===== config.mk =====
export PLATFORM = sky130hd
export DESIGN_NAME = mw_ctrl_pipe
export DESIGN_NICKNAME = d
export VERILOG_FILES = /design/src/rtl/mw_ctrl_pipe.sv
export SDC_FILE = /design/constraint.sdc
export NUM_CORES = 1
export LEC_CHECK = 0
export ABC_AREA = 1
export CAP_MARGIN = 40
export CORE_MARGIN = 1
export CORE_UTILIZATION = 43
export DETAILED_ROUTE_END_ITERATION = 6
export HOLD_SLACK_MARGIN = 0.02
export PLACE_DENSITY_LB_ADDON = 0.05
export SLEW_MARGIN = 30
export SYNTH_ARGS = -nofsm -noshare
export SYNTH_HDL_FRONTEND = slang
export SYNTH_SLANG_ARGS = --single-unit

===== constraint.sdc =====
create_clock -name clk -period 3.25 [get_ports clk]
set_input_delay 0.975 -clock clk [delete_from_list [all_inputs] [get_ports clk]]
set_output_delay 0.975 -clock clk [all_outputs]
set_load 0.02 [all_outputs]

===== src/rtl/mw_ctrl_pipe.sv =====
// Control pipeline carrying decoded instruction control from fetch/decode to
// memory/writeback through STAGES registered stages, with stall, flush and load-use bubbles.
module mw_ctrl_pipe #(
  parameter int STAGES = 1
) (
  input  logic                         clk,
  input  logic                         rst,
  input  logic [31:0]                  fetched_instruction,
  input  logic                         instruction_valid,
  input  logic                         reg_write,
  input  logic [1:0]                   writeback_select,
  input  logic                         stall_memory_write,
  input  logic                         flush,
  output logic                         memory_write_enable,
  output logic [1:0]                   writeback_select_memory_write,
  output logic [2:0]                   funct3_memory_write,
  output logic [6:0]                   opcode_memory_write,
  output logic [4:0]                   rd_memory_write,
  output logic                         valid_memory_write,
  output logic                         load_use_stall,
  output logic [$clog2(STAGES+1)-1:0]  occupancy
);

  localparam int OccW = $clog2(STAGES + 1);
  localparam logic [1:0] WbLoad = 2'b10;

  typedef struct packed {
    logic       valid;
    logic       regWrite;
    logic [1:0] wbSel;
    logic [2:0] funct3;
    logic [6:0] opcode;
    logic [4:0] rd;
  } stage_t;

  stage_t          stage_q [STAGES];
  stage_t          stage_d [STAGES];
  stage_t          capture;
  logic [OccW-1:0] occupancy_q;
  logic [OccW-1:0] occupancy_d;
  logic [6:0]      opcode;
  logic [4:0]      rs1;
  logic [4:0]      rs2;
  logic            useRs1;
  logic            useRs2;
  logic            hazardHit;
  logic            unusedInstrBits;

  assign opcode          = fetched_instruction[6:0];
  assign rs1             = fetched_instruction[19:15];
  assign rs2             = fetched_instruction[24:20];
  assign unusedInstrBits = ^fetched_instruction[31:25];

  // Only opcodes that actually read a source register may create a hazard.
  always_comb begin
    useRs1 = 1'b0;
    useRs2 = 1'b0;
    case (opcode)
      7'b0110011, 7'b0100011, 7'b1100011: begin
        useRs1 = 1'b1;
        useRs2 = 1'b1;
      end
      7'b0010011, 7'b0000011, 7'b1100111: useRs1 = 1'b1;
      default: ;
    endcase
  end

  always_comb begin
    hazardHit = 1'b0;
    for (int s = 0; s < STAGES; s++) begin
      if (stage_q[s].valid && stage_q[s].regWrite && stage_q[s].wbSel == WbLoad &&
          stage_q[s].rd != 5'd0 &&
          ((useRs1 && stage_q[s].rd == rs1) || (useRs2 && stage_q[s].rd == rs2))) begin
        hazardHit = 1'b1;
      end
    end
  end

  assign load_use_stall = instruction_valid & hazardHit;

  always_comb begin
    capture.valid    = instruction_valid;
    capture.regWrite = reg_write & instruction_valid;
    capture.wbSel    = writeback_select;
    capture.funct3   = fetched_instruction[14:12];
    capture.opcode   = opcode;
    capture.rd       = fetched_instruction[11:7];
  end

  // Flush beats stall, stall beats bubble insertion; reset is applied in the register.
  always_comb begin
    stage_d     = stage_q;
    occupancy_d = '0;
    if (flush) begin
      for (int s = 0; s < STAGES; s++) begin
        stage_d[s] = '0;
      end
    end else if (!stall_memory_write) begin
      stage_d[0] = load_use_stall ? stage_t'('0) : capture;
      for (int s = 1; s < STAGES; s++) begin
        stage_d[s] = stage_q[s-1];
      end
    end
    for (int s = 0; s < STAGES; s++) begin
      occupancy_d = occupancy_d + OccW'(stage_d[s].valid);
    end
  end

  always_ff @(posedge clk) begin
    if (rst) begin
      for (int s = 0; s < STAGES; s++) begin
        stage_q[s] <= '0;
      end
      occupancy_q <= '0;
    end else begin
      stage_q     <= stage_d;
      occupancy_q <= occupancy_d;
    end
  end

  assign memory_write_enable           = stage_q[STAGES-1].regWrite & stage_q[STAGES-1].valid;
  assign writeback_select_memory_write = stage_q[STAGES-1].wbSel;
  assign funct3_memory_write           = stage_q[STAGES-1].funct3;
  assign opcode_memory_write           = stage_q[STAGES-1].opcode;
  assign rd_memory_write               = stage_q[STAGES-1].rd;
  assign valid_memory_write            = stage_q[STAGES-1].valid;
  assign occupancy                     = occupancy_q;

endmodule


==> results.yml <==
global_route:
  grt_pass1_wl_mm: 4.59
  overflow: 0
  antenna_found_initial: 0
  grt_max_degree: 38
  grtUsageTotal_pct: 18.0
  grt_pass1_vias: 1081
place:
  dp_worst_setup_slack_ns: -0.424
  portBuffers: 53
  placed_area_sq_um: 1690
  gp_congestion: 0.783
  hpwl_mm: 1.99
die:
  die_h_um: 55.7
  start_util_pct: 45.4
  rows: 19
  core_sq_um: 2730
  die-area_sq_um: 3110
  die_w_um: 55.7
  pin_count: 61
run:
  max_cap_viol_count: 0
logic_synthesis:
  async_reset_ff_share_pct: 0
  ys_seq_area_share_pct: 30.6
  netlist_instances: 197
  synth_area_sq_um: 1240
  synth_ff_type: "dfxtp_1"
  syn_nets: 237
  synthTopCellsByArea: "dfxtp_1 31%, nand2_1 18%, buf_4 11%"
  synth_edf_count: 0
  yosys.cell_count.top_type: "nand2_1"
  ys_top_cells_by_count: "59 x nand2_1, 31 x inv_1, 26 x nor2_1"
  avgSynthCellArea_sq_um: 6.30
  synth_top_area_share_pct: 30.6
  yosysWarnings: 0
  yosys_register_bits: 19
  yosysTopAreaCell: "dfxtp_1"
  yosysUniqueCellTypes: 21
sta:
  hold_viol_final: 0
  final_max_slew_viol_count: 0
  tightest_slew_ns: 0.377
  worst_slack_ns: 0.129
  setup_viol: 0
  holdWs_ns: 0.471
  max_clock_freq_mhz: 320
  skew_ns: 0.00333
  slew_headroom_pct: 74.9
  period_needed_ns: 3.12
  period_share_pct: 96.0
  grt_setup_unrepaired: "false"
drt:
  drt_first_pass_iters: 4
  wl_met2_mm: 1.26
  via_per_inst: 4.54
  drc: 0
  met1_length_mm: 1.18
  routed_wl_mm: 2.62
  wl_per_cell_um: 9.75
  via_count: 1222
  dr.max_layer_used: "met4"
  drtIter0Drc: 58
  wl_met3_um: 169
  ant_nets: 0
worst_setup_path:
  slowest_stage: "clkdlybuf4s50_1"
  rr_worst_depth: 12
  path_delay_family: "buffers and inverters"
  critPathMaxFanout: 2
  crit_path_end_kind: "primary output"
  crit_chain: "clkdlybuf4s50_1, nand2_1, inv_1, nor2_1, nor2_1, nand3_2, nand2_2, nand3_4, inv_2, buf_6"
  cp.depth: 10
  cp_common_cell: "nor2_1"
  crit_buf_inv: 4
  worstSetupStartpointType: "primary input"
  cp.arrival_ns: 2.15
  cp.required_ns: 2.27
  max_stage_delay_ns: 0.48
  crit_type: "primary input to primary output"
pwr:
  pwr_density_cell_nw_per_um2: 282
  irDropWorstVdd_mv: 0.380
  p_leak_nw: 0.823
clocking:
  path_clk_slew_ns: 0.11
  cts_root_buffer: "clkbuf_4"
  cts_buffers: 3
  cts_setup_buffers: 0
  htreeDepth: 1
  clk_latency_ns: 0.29
  max-clock-path-buffers: 2
  clkSinkCount: 19
  cts_tree: "built"
finish:
  diodes: 0
  finalCoreUtilization_pct: 63.2
  syn_to_final_growth_pct: 39.3
  layout.nets: 279
  finalInstanceArea_sq_um: 1730
  drive_gt1_share_pct: 10.1
min_path:
  hold_class: "flip-flop to flip-flop"
  holdPathStages: 2
run_status:
  status: "finished, final reports clean"
-- through the flow --
stage | TNS [ns] | total power [mW] | cells
after floorplan | 0 | 0.317 | 197
after global placement | -0.424 | 0.371 | 265
after detailed placement | -0.424 | 0.374 | 265
after CTS | 0 | 0.493 | 269
after global routing | 0 | 0.517 | 269
final | 0 | 0.488 | 269
-- sequential cells by signal, summed over array words and instances, names as in the netlist --
signal and flops:
rd_memory_write 5, funct3_memory_write 3, writeback_select_memory_write 2, stage_q 1
opcode_memory_write 7, occupancy 1
-- cells by family (layout without fill, tap and decap cells) --
group / Yosys count / after routing / synth area share [%]
DFF: 19 / 19 / 30.6
buffers and inverters: 57 / 98 / 24.9
xor gates and xnor gates: 4 / 4 / 2.82
AOI/OAI and AO/OA: 20 / 20 / 8.67
and+or+nand+nor: 97 / 97 / 33.0
-- final timing paths --
path / from / end / slack, ns
min reg2reg: funct3_memory_write[0]$_SDFFE_PP0N_ / funct3_memory_write[0]$_SDFFE_PP0N_ / 0.47
min: funct3_memory_write[0]$_SDFFE_PP0N_ / funct3_memory_write[0]$_SDFFE_PP0N_ / 0.47
max reg2reg: rd_memory_write[2]$_SDFFE_PP0N_ / opcode_memory_write[0]$_SDFFE_PP0N_ / 1.75
max: fetched_instruction[20] / load_use_stall / 0.13
-- area by class of cell --
type | count | area, sq um
clock buffers | 4 | 26.3
multi-input cells | 121 | 557
fillers | 278 | 1000
well taps | 31 | 38.8
repair buffers | 62 | 607
flip-flops and latches | 19 | 380
inverters | 32 | 120
-- layer usage --
layer  track usage [%]  vias up
met5                 0        -
met4              1.07        0
met3              5.58        2
li1                  -      649
met2              31.7       35
met1              22.5      536
-- worst reg2reg max path, cell delays in order (launching register included) --
cell and delay [ns]:
dfxtp_1 0.46, inv_1 0.07, nand2_1 0.06, nand2_1 0.06, clkinv_1 0.04, nand2_1 0.05
nor2_2 0.07, nand2_1 0.06, nand2_2 0.10, nand3_4 0.07, buf_4 0.20, nand2_1 0.09
a21oi_1 0.06
-- placed cells by master, fill, tap and decap left out, types with 2 or more instances in the layout --
| cell type | instances |
|---|---|
| a21oi_1 | 18 |
| a21oi_2 | 2 |
| buf_4 | 9 |
| clkbuf_4 | 3 |
| clkdlybuf4s50_1 | 49 |
| dfxtp_1 | 19 |
| dlymetal6s2s_1 | 3 |
| inv_1 | 30 |
| nand2_1 | 59 |
| nand2_2 | 2 |
| nand3_1 | 3 |
| nor2_1 | 26 |
| xor2_1 | 4 |
-- where the power goes --
part / switching, mW / internal [mW] / total [mW]
Clock: 0.0722 / 0.0478 / 0.120
Combinational: 0.0530 / 0.0685 / 0.121
Sequential: 0.00626 / 0.240 / 0.246
Total: 0.131 / 0.356 / 0.488
-- what timing repair did --
item,in CTS,in global routing
cloned,0,0
gates resized for setup,4,7
setup endpoints to repair,1,1
pin swaps,0,4
endpoints found under the hold margin,0,0
hold buffers,0,0
Note: power is estimated with default switching activity, not from simulation.
